`src/rtl/fetch_stage.sv`:
```
// Instruction-fetch stage: holds the PC, prefetches one instruction from a
// 1-cycle-latency imem, and serves decode over f2d / takes redirects on d2f.
// Optional macro FETCH_SEQ_TAG_EN adds a 22-bit handshake sequence tag in f2d[31:10].
module fetch_stage (
   input  logic        clk,
   input  logic        Z_R,
   output logic [9:0]  imem_addr,
   output logic        imem_en,
   input  logic [31:0] imem_rdata,
   input  logic        f2d_R,
   output logic        f2d_A,
   output logic [63:0] f2d,
   input  logic        d2f_R,
   output logic        d2f_A,
   input  logic [32:0] d2f
);

   typedef enum logic {F_IDLE, F_ACK} f_state_t;
   typedef enum logic {D_IDLE, D_ACK} d_state_t;

   f_state_t    r_f_state;
   f_state_t    w_f_next;
   d_state_t    r_d_state;
   d_state_t    w_d_next;

   logic [9:0]  r_pc;
   logic [31:0] r_buf;
   logic        r_buf_v;
   logic        r_rd_pend;
   logic        r_drop;
   logic        r_redir_hold;
   logic [63:0] r_f2d;

   logic        w_f_start;
   logic        w_f_end;
   logic        w_redirect;
   logic        w_issue;
   logic [9:0]  w_pc_inc;
   logic [21:0] w_tag;
   logic        w_unused;

   assign w_unused = &{1'b0, d2f[31:10], d2f[1:0]};

   assign w_pc_inc  = r_pc + 10'd4;
   assign w_issue   = !Z_R && !r_buf_v && !r_rd_pend && (r_f_state == F_IDLE);
   assign imem_en   = w_issue;
   assign imem_addr = {2'b00, r_pc[9:2]};
   assign f2d_A     = (r_f_state == F_ACK);
   assign d2f_A     = (r_d_state == D_ACK);
   assign f2d       = r_f2d;

`ifdef FETCH_SEQ_TAG_EN
   logic [21:0] r_tag;

   always_ff @(posedge clk) begin
      if (Z_R) begin
         r_tag <= '0;
      end else if (w_f_end) begin
         r_tag <= r_tag + 22'd1;
      end
   end

   assign w_tag = r_tag;
`else
   assign w_tag = '0;
`endif

   always_comb begin
      w_f_next  = r_f_state;
      w_f_start = 1'b0;
      w_f_end   = 1'b0;
      case (r_f_state)
         F_IDLE: begin
            if (f2d_R && r_buf_v) begin
               w_f_next  = F_ACK;
               w_f_start = 1'b1;
            end
         end
         F_ACK: begin
            if (!f2d_R) begin
               w_f_next = F_IDLE;
               w_f_end  = 1'b1;
            end
         end
         default: w_f_next = F_IDLE;
      endcase
   end

   always_comb begin
      w_d_next   = r_d_state;
      w_redirect = 1'b0;
      case (r_d_state)
         D_IDLE: begin
            if (d2f_R) begin
               w_d_next   = D_ACK;
               w_redirect = d2f[32];
            end
         end
         D_ACK: begin
            if (!d2f_R) begin
               w_d_next = D_IDLE;
            end
         end
         default: w_d_next = D_IDLE;
      endcase
   end

   always_ff @(posedge clk) begin
      if (Z_R) begin
         r_f_state    <= F_IDLE;
         r_d_state    <= D_IDLE;
         r_pc         <= '0;
         r_buf        <= '0;
         r_buf_v      <= 1'b0;
         r_rd_pend    <= 1'b0;
         r_drop       <= 1'b0;
         r_redir_hold <= 1'b0;
         r_f2d        <= '0;
      end else begin
         r_f_state <= w_f_next;
         r_d_state <= w_d_next;
         r_rd_pend <= w_issue;
         // A read issued under a redirect fetched the old PC; mark it for discard.
         r_drop    <= w_issue && w_redirect;

         if (w_redirect) begin
            r_pc <= {d2f[9:2], 2'b00};
         end else if (w_f_end && !r_redir_hold) begin
            r_pc <= w_pc_inc;
         end

         if (w_redirect || w_f_end) begin
            r_buf_v <= 1'b0;
         end else if (r_rd_pend && !r_drop) begin
            r_buf_v <= 1'b1;
         end

         if (r_rd_pend && !r_drop && !w_redirect) begin
            r_buf <= imem_rdata;
         end

         // Remembers a redirect taken while an f2d word is held so the exit
         // does not step the PC past the new target.
         if (w_f_end) begin
            r_redir_hold <= 1'b0;
         end else if (w_redirect && ((r_f_state == F_ACK) || w_f_start)) begin
            r_redir_hold <= 1'b1;
         end

         if (w_f_start) begin
            r_f2d <= {r_buf, w_tag, w_pc_inc};
         end
      end
   end

endmodule

```
`config.mk`:
```
export PLATFORM = sky130hd
export DESIGN_NAME = fetch_stage
export DESIGN_NICKNAME = d
export VERILOG_FILES = /design/src/rtl/fetch_stage.sv
export SDC_FILE = /design/constraint.sdc
export NUM_CORES = 1
export LEC_CHECK = 0
export ABC_AREA = 0
export CAP_MARGIN = 0
export CORE_MARGIN = 2
export CORE_UTILIZATION = 42
export CTS_CLUSTER_DIAMETER = 30
export DETAILED_ROUTE_END_ITERATION = 12
export GPL_TIMING_DRIVEN = 0
export PLACE_DENSITY = 0.8
export SETUP_SLACK_MARGIN = 0.15
export SLEW_MARGIN = 20
export SYNTH_ARGS = -nofsm -noshare
export SYNTH_HDL_FRONTEND = slang
export SYNTH_SLANG_ARGS = --single-unit
export TNS_END_PERCENT = 5
```
`constraint.sdc`:
```
create_clock -name clk -period 1.8 [get_ports clk]
set_input_delay 0.54 -clock clk [delete_from_list [all_inputs] [get_ports clk]]
set_output_delay 0.54 -clock clk [all_outputs]
set_load 0.01 [all_outputs]
```
==> metrics.md, run 1 <==
| Metric | Value |
|---|---|
| Status | completed |
| Maximum clock rate | just under 0.6 GHz |
| Pins Over Slew Limit | 0 |
| Setup Crit Path Kind | register to output pin |
| Max_slew headroom | 0.664 |
| # setup viols final | 0 |
| Clock Sinks | 86 |
| Synth cell count leaders | nand2_1, dfxtp_1, a21oi_1 |
| Initial Util | 0.435 |
| Routability Congestion | 0.771 |
| Max-Cap Viols | 0 |
| Largest family of logic cells by synthesized area | simple AND/OR/NAND/NOR gates |
| H-tree levels | 3 |
| ANT nets after route | 0 |
| Row count | 32 |
| Crit Reg-Reg Endpoint | r_pc[8]$_SDFFE_PP0P_ |
| Clock root buffer | clkbuf_8 |
| CTS tree | done |
| Logic pwr share | 0.145 |
| Hold path endpoint | f2d[38]$_SDFFE_PP0P_ |
| Post-synth top area share | 0.509 |
| WL per Instance | roughly 13 um |
| Die height | 93.7 um |
| Compound-Gate Fraction of Synth Area | 0.134 |
| Routed WL | between 8 and 9 mm |
| Ys flop type | dfxtp_1 |
| Layout Skew | 0.00719 ns |
| Avg Synthesized Cell Area | 8.12 um^2 |
| Most area-consuming cells after synthesis | dfxtp_1, nand2_1, a21oi_1, buf_4, a211oi_1 |
| P_leak | 2.07 nW |
| Layout cells sized above 1 | 0.144 |
| Switching Share | 0.263 |
| Final Hold Fails | 0 |
| Post-synthesis adder-cell area fraction | 0.00370 |
| Data arrival, critical path | 1.18 ns |
| Initial DRT Pass Iterations | 4 |
| Yosys warnings | 0 |
| Via count | 3078 |
| Pre-CTS setup slack | -0.626 ns |
| Crit path largest cell delay | 0.38 ns |
| Pin count of the biggest net entering global routing | 16 |
| Area of the mapped netlist | between 3000 and 4000 um^2 |
| Startpoint types | register |
| Drt initial violations | ~130 |
| Reg2reg start | r_pc[2]$_SDFFE_PP0P_ |
| ANT cells | 0 |
| Net Sw Power | between 1 and 1.5 mW |
| Final Cycle Share | 0.956 |
| Worst Hold Class | register to register |
| R2R setup slack | 0.31 ns |
| PortBufs | 95 |
| Global-route wire length before repair | 13.4 mm |
| Hold Crit Depth | 2 |
| Setup ws final | 0.0798 ns |
| Pwr per Cell Area | 836 nW/um^2 |
| Most frequent cell after synthesis | nand2_1 |
| Clk pwr share | 0.344 |
| Clk pin slew, worst setup/hold paths | roughly 0.090 ns |
| Synth Area in Simple Gates | 0.224 |
| Nets@finish | 620 |
| Yosys reg bits | between 80 and 90 |
| Tightest Pin Transition | 0.504 ns |
| Synth Area in XOR/XNOR | 0.0337 |
| Number of synthesized flops with an enable pin | 0 |
| Crit path required time | around 1.3 ns |
| Number of distinct library cells after synthesis | 28 |
| Pwr Total | 4.03 mW |
| Mux contribution to synthesized area | 0.00296 |
| Area grow syn2layout | 42.5% |
| CP Max Fanout | 6 |
| Clock Path Buffers | 2 |
| Global route total overflow | 0 |
| Reg2Reg Depth | 5 |
| Die Area | 8780 um^2 |
| DR vias/cell | 4.68 |
| Ys async rst share | 0 |
| DIE WIDTH | between 90 and 100 um |
| Clk Latency, worst-skew pair | roughly 0.35 ns |
| Core Box Area | 7770 um^2 |
| RSZ-0062 raised after global routing | true |
| Final Critical Period | 1.72 ns |
| Tot GR Track Use | 0.195 |
| Syn Inst Count | between 400 and 500 |
| Master of the slowest instance on the critical path | dfxtp_4 |
| Initial antenna violation count | 0 |
| Drt drc | 0 |
| Post-DP HPWL | about 6.1 mm |
| Post-synth top area cell | dfxtp_1 |
| IR drop worst, VDD | 0.000428 V |
| Number of CTS-inserted buffers | 9 |
| Register area share after synthesis | 0.509 |
| Cts hold-fix bufs | 0 |
| IO Pins | 146 |
| Seq pwr share | 0.511 |
| Worst setup EP type | output pin |
| Fin area | 4820 um^2 |
| Placed instance area | approximately 4600 um^2 |
| Number of global-route vias before repair | 2891 |
| CP cell instances | nor4_4, buf_2 |
| Int Power | 2.97 mW |
| Min-delay src | r_buf[6]$_SDFFE_PP0P_ |
==> worst max-delay path: cells and delay by family, from the launching register on <==
family / cells / cell delay (ns)
flops: 1 / 0.38
simple gates: 1 / 0.28
buf+inv: 1 / 0.17
==> how the worst max path moves through the flow <==
stage / depth (start not counted) / startpoint / endpoint / slack (ns)
6_report: 2 / r_buf_v$_SDFFE_PP0P_ / imem_en / 0.08
3_5_place_dp: 3 / Z_R / imem_en / -0.63
2_1_floorplan: 5 / r_pc[2]$_SDFFE_PP0P_ / r_pc[8]$_SDFFE_PP0P_ / 0.31
4_1_cts: 1 / r_pc[7]$_SDFFE_PP0P_ / imem_addr[5] / -0.03
3_3_place_gp: 3 / Z_R / imem_en / -0.65
5_1_grt: 2 / r_buf_v$_SDFFE_PP0P_ / imem_en / 0.0007
==> power groups by stage <==
stage	registers [mW]	logic [mW]	clock network, mW
6_report	2.06	0.584	1.38
5_1_grt	2.07	0.645	1.50
4_1_cts	2.06	0.566	1.41
3_5_place_dp	2.10	0.571	0
2_1_floorplan	2.10	0.310	0
3_3_place_gp	2.10	0.559	0
==> placed cells by master (no fill, tap or decap), types with 2 or more instances in the layout <==
| master | netlist | routed |
|---|---|---|
| nor2b_1 | 3 | 3 |
| clkdlybuf4s50_1 | 0 | 40 |
| nand3_1 | 5 | 5 |
| clkinvlp_4 | 0 | 3 |
| dlygate4sd2_1 | 0 | 50 |
| nand2_1 | 136 | 134 |
| nor2_1 | 21 | 21 |
| dfxtp_4 | 0 | 5 |
| nand2_2 | 0 | 2 |
| xnor2_1 | 4 | 4 |
| buf_6 | 0 | 2 |
| a211oi_1 | 12 | 12 |
| xor2_1 | 9 | 9 |
| buf_2 | 10 | 10 |
| nand4_1 | 2 | 2 |
| nor4_1 | 3 | 2 |
| clkbuf_1 | 13 | 9 |
| nand3b_1 | 2 | 2 |
| clkbuf_8 | 0 | 11 |
| dfxtp_2 | 0 | 2 |
| dfxtp_1 | 86 | 79 |
| buf_4 | 26 | 30 |
| a211oi_2 | 2 | 2 |
| a21oi_1 | 66 | 66 |
| conb_1 | 1 | 26 |
| and2_1 | 3 | 2 |
| clkbuf_2 | 0 | 2 |
| dlymetal6s2s_1 | 0 | 3 |
==> timing repair <==
item,in CTS,in global routing
resized for setup,82,17
endpoints found under the setup margin,130,39
setup buffers,3,0
pin swaps,3,2
==> metal layers <==
metal  vias to the layer above  wire length [um]  track usage
met3                        18               457       0.0313
met2                        99              4120        0.329
li1                       1573                 -            -
met5                         -                 0            0
met4                         0               208       0.0857
met1                      1388              3550        0.246
==> area by class of cell <==
type | count | area [um^2]
Fill cell | 725 | 2950
Sequential cell | 86 | 1740
Multi-Input combinational cell | 303 | 1470
Timing Repair Buffer | 98 | 915
Buffer | 52 | 350
Clock buffer | 10 | 138
Tap cell | 102 | 128
Clock inverter | 6 | 70.1
==> cells by family (layout without fill, tap and decap cells) <==
group / count (synthesis) / after routing
AND/OR/NAND/NOR: 181 / 181
flip-flops: 86 / 86
adder cells (fa/ha/maj): 1 / 1
XOR/XNOR: 13 / 13
AO/OA/AOI/OAI: 81 / 81
other: 1 / 26
buffers and inverters: 52 / 166
multiplexers: 1 / 1
==> flip-flops by register name, summed over array words and instances (netlist names) <==
signal        flops
r_pc              8
r_buf            32
f2d_A             1
r_drop            1
r_rd_pend         1
d2f_A             1
r_redir_hold      1
f2d              40
r_buf_v           1
==> stage by stage <==
stage          TNS, ns  hold slack (ns)   util  std cells
2_1_floorplan        0            0.416      -        441
3_3_place_gp    -31.90            0.436  0.586        638
3_5_place_dp    -34.81            0.441  0.586        638
4_1_cts        -0.0307            0.456  0.615        657
5_1_grt              0            0.470  0.620        657
6_report             0            0.452  0.620        657
Power figures use the tool's default switching activity.
==> run 2, diff against run 1 <==
- SLEW_MARGIN: 20 -> unset
==> results of run 2 <==
Same layout as run 1: the final DEF is identical, and so are final timing and power.
==> run 3, diff against run 2 <==
- HOLD_SLACK_MARGIN: unset -> 0.15
==> results of run 3 <==
Same layout as run 1: the final DEF is identical, and so are final timing and power.
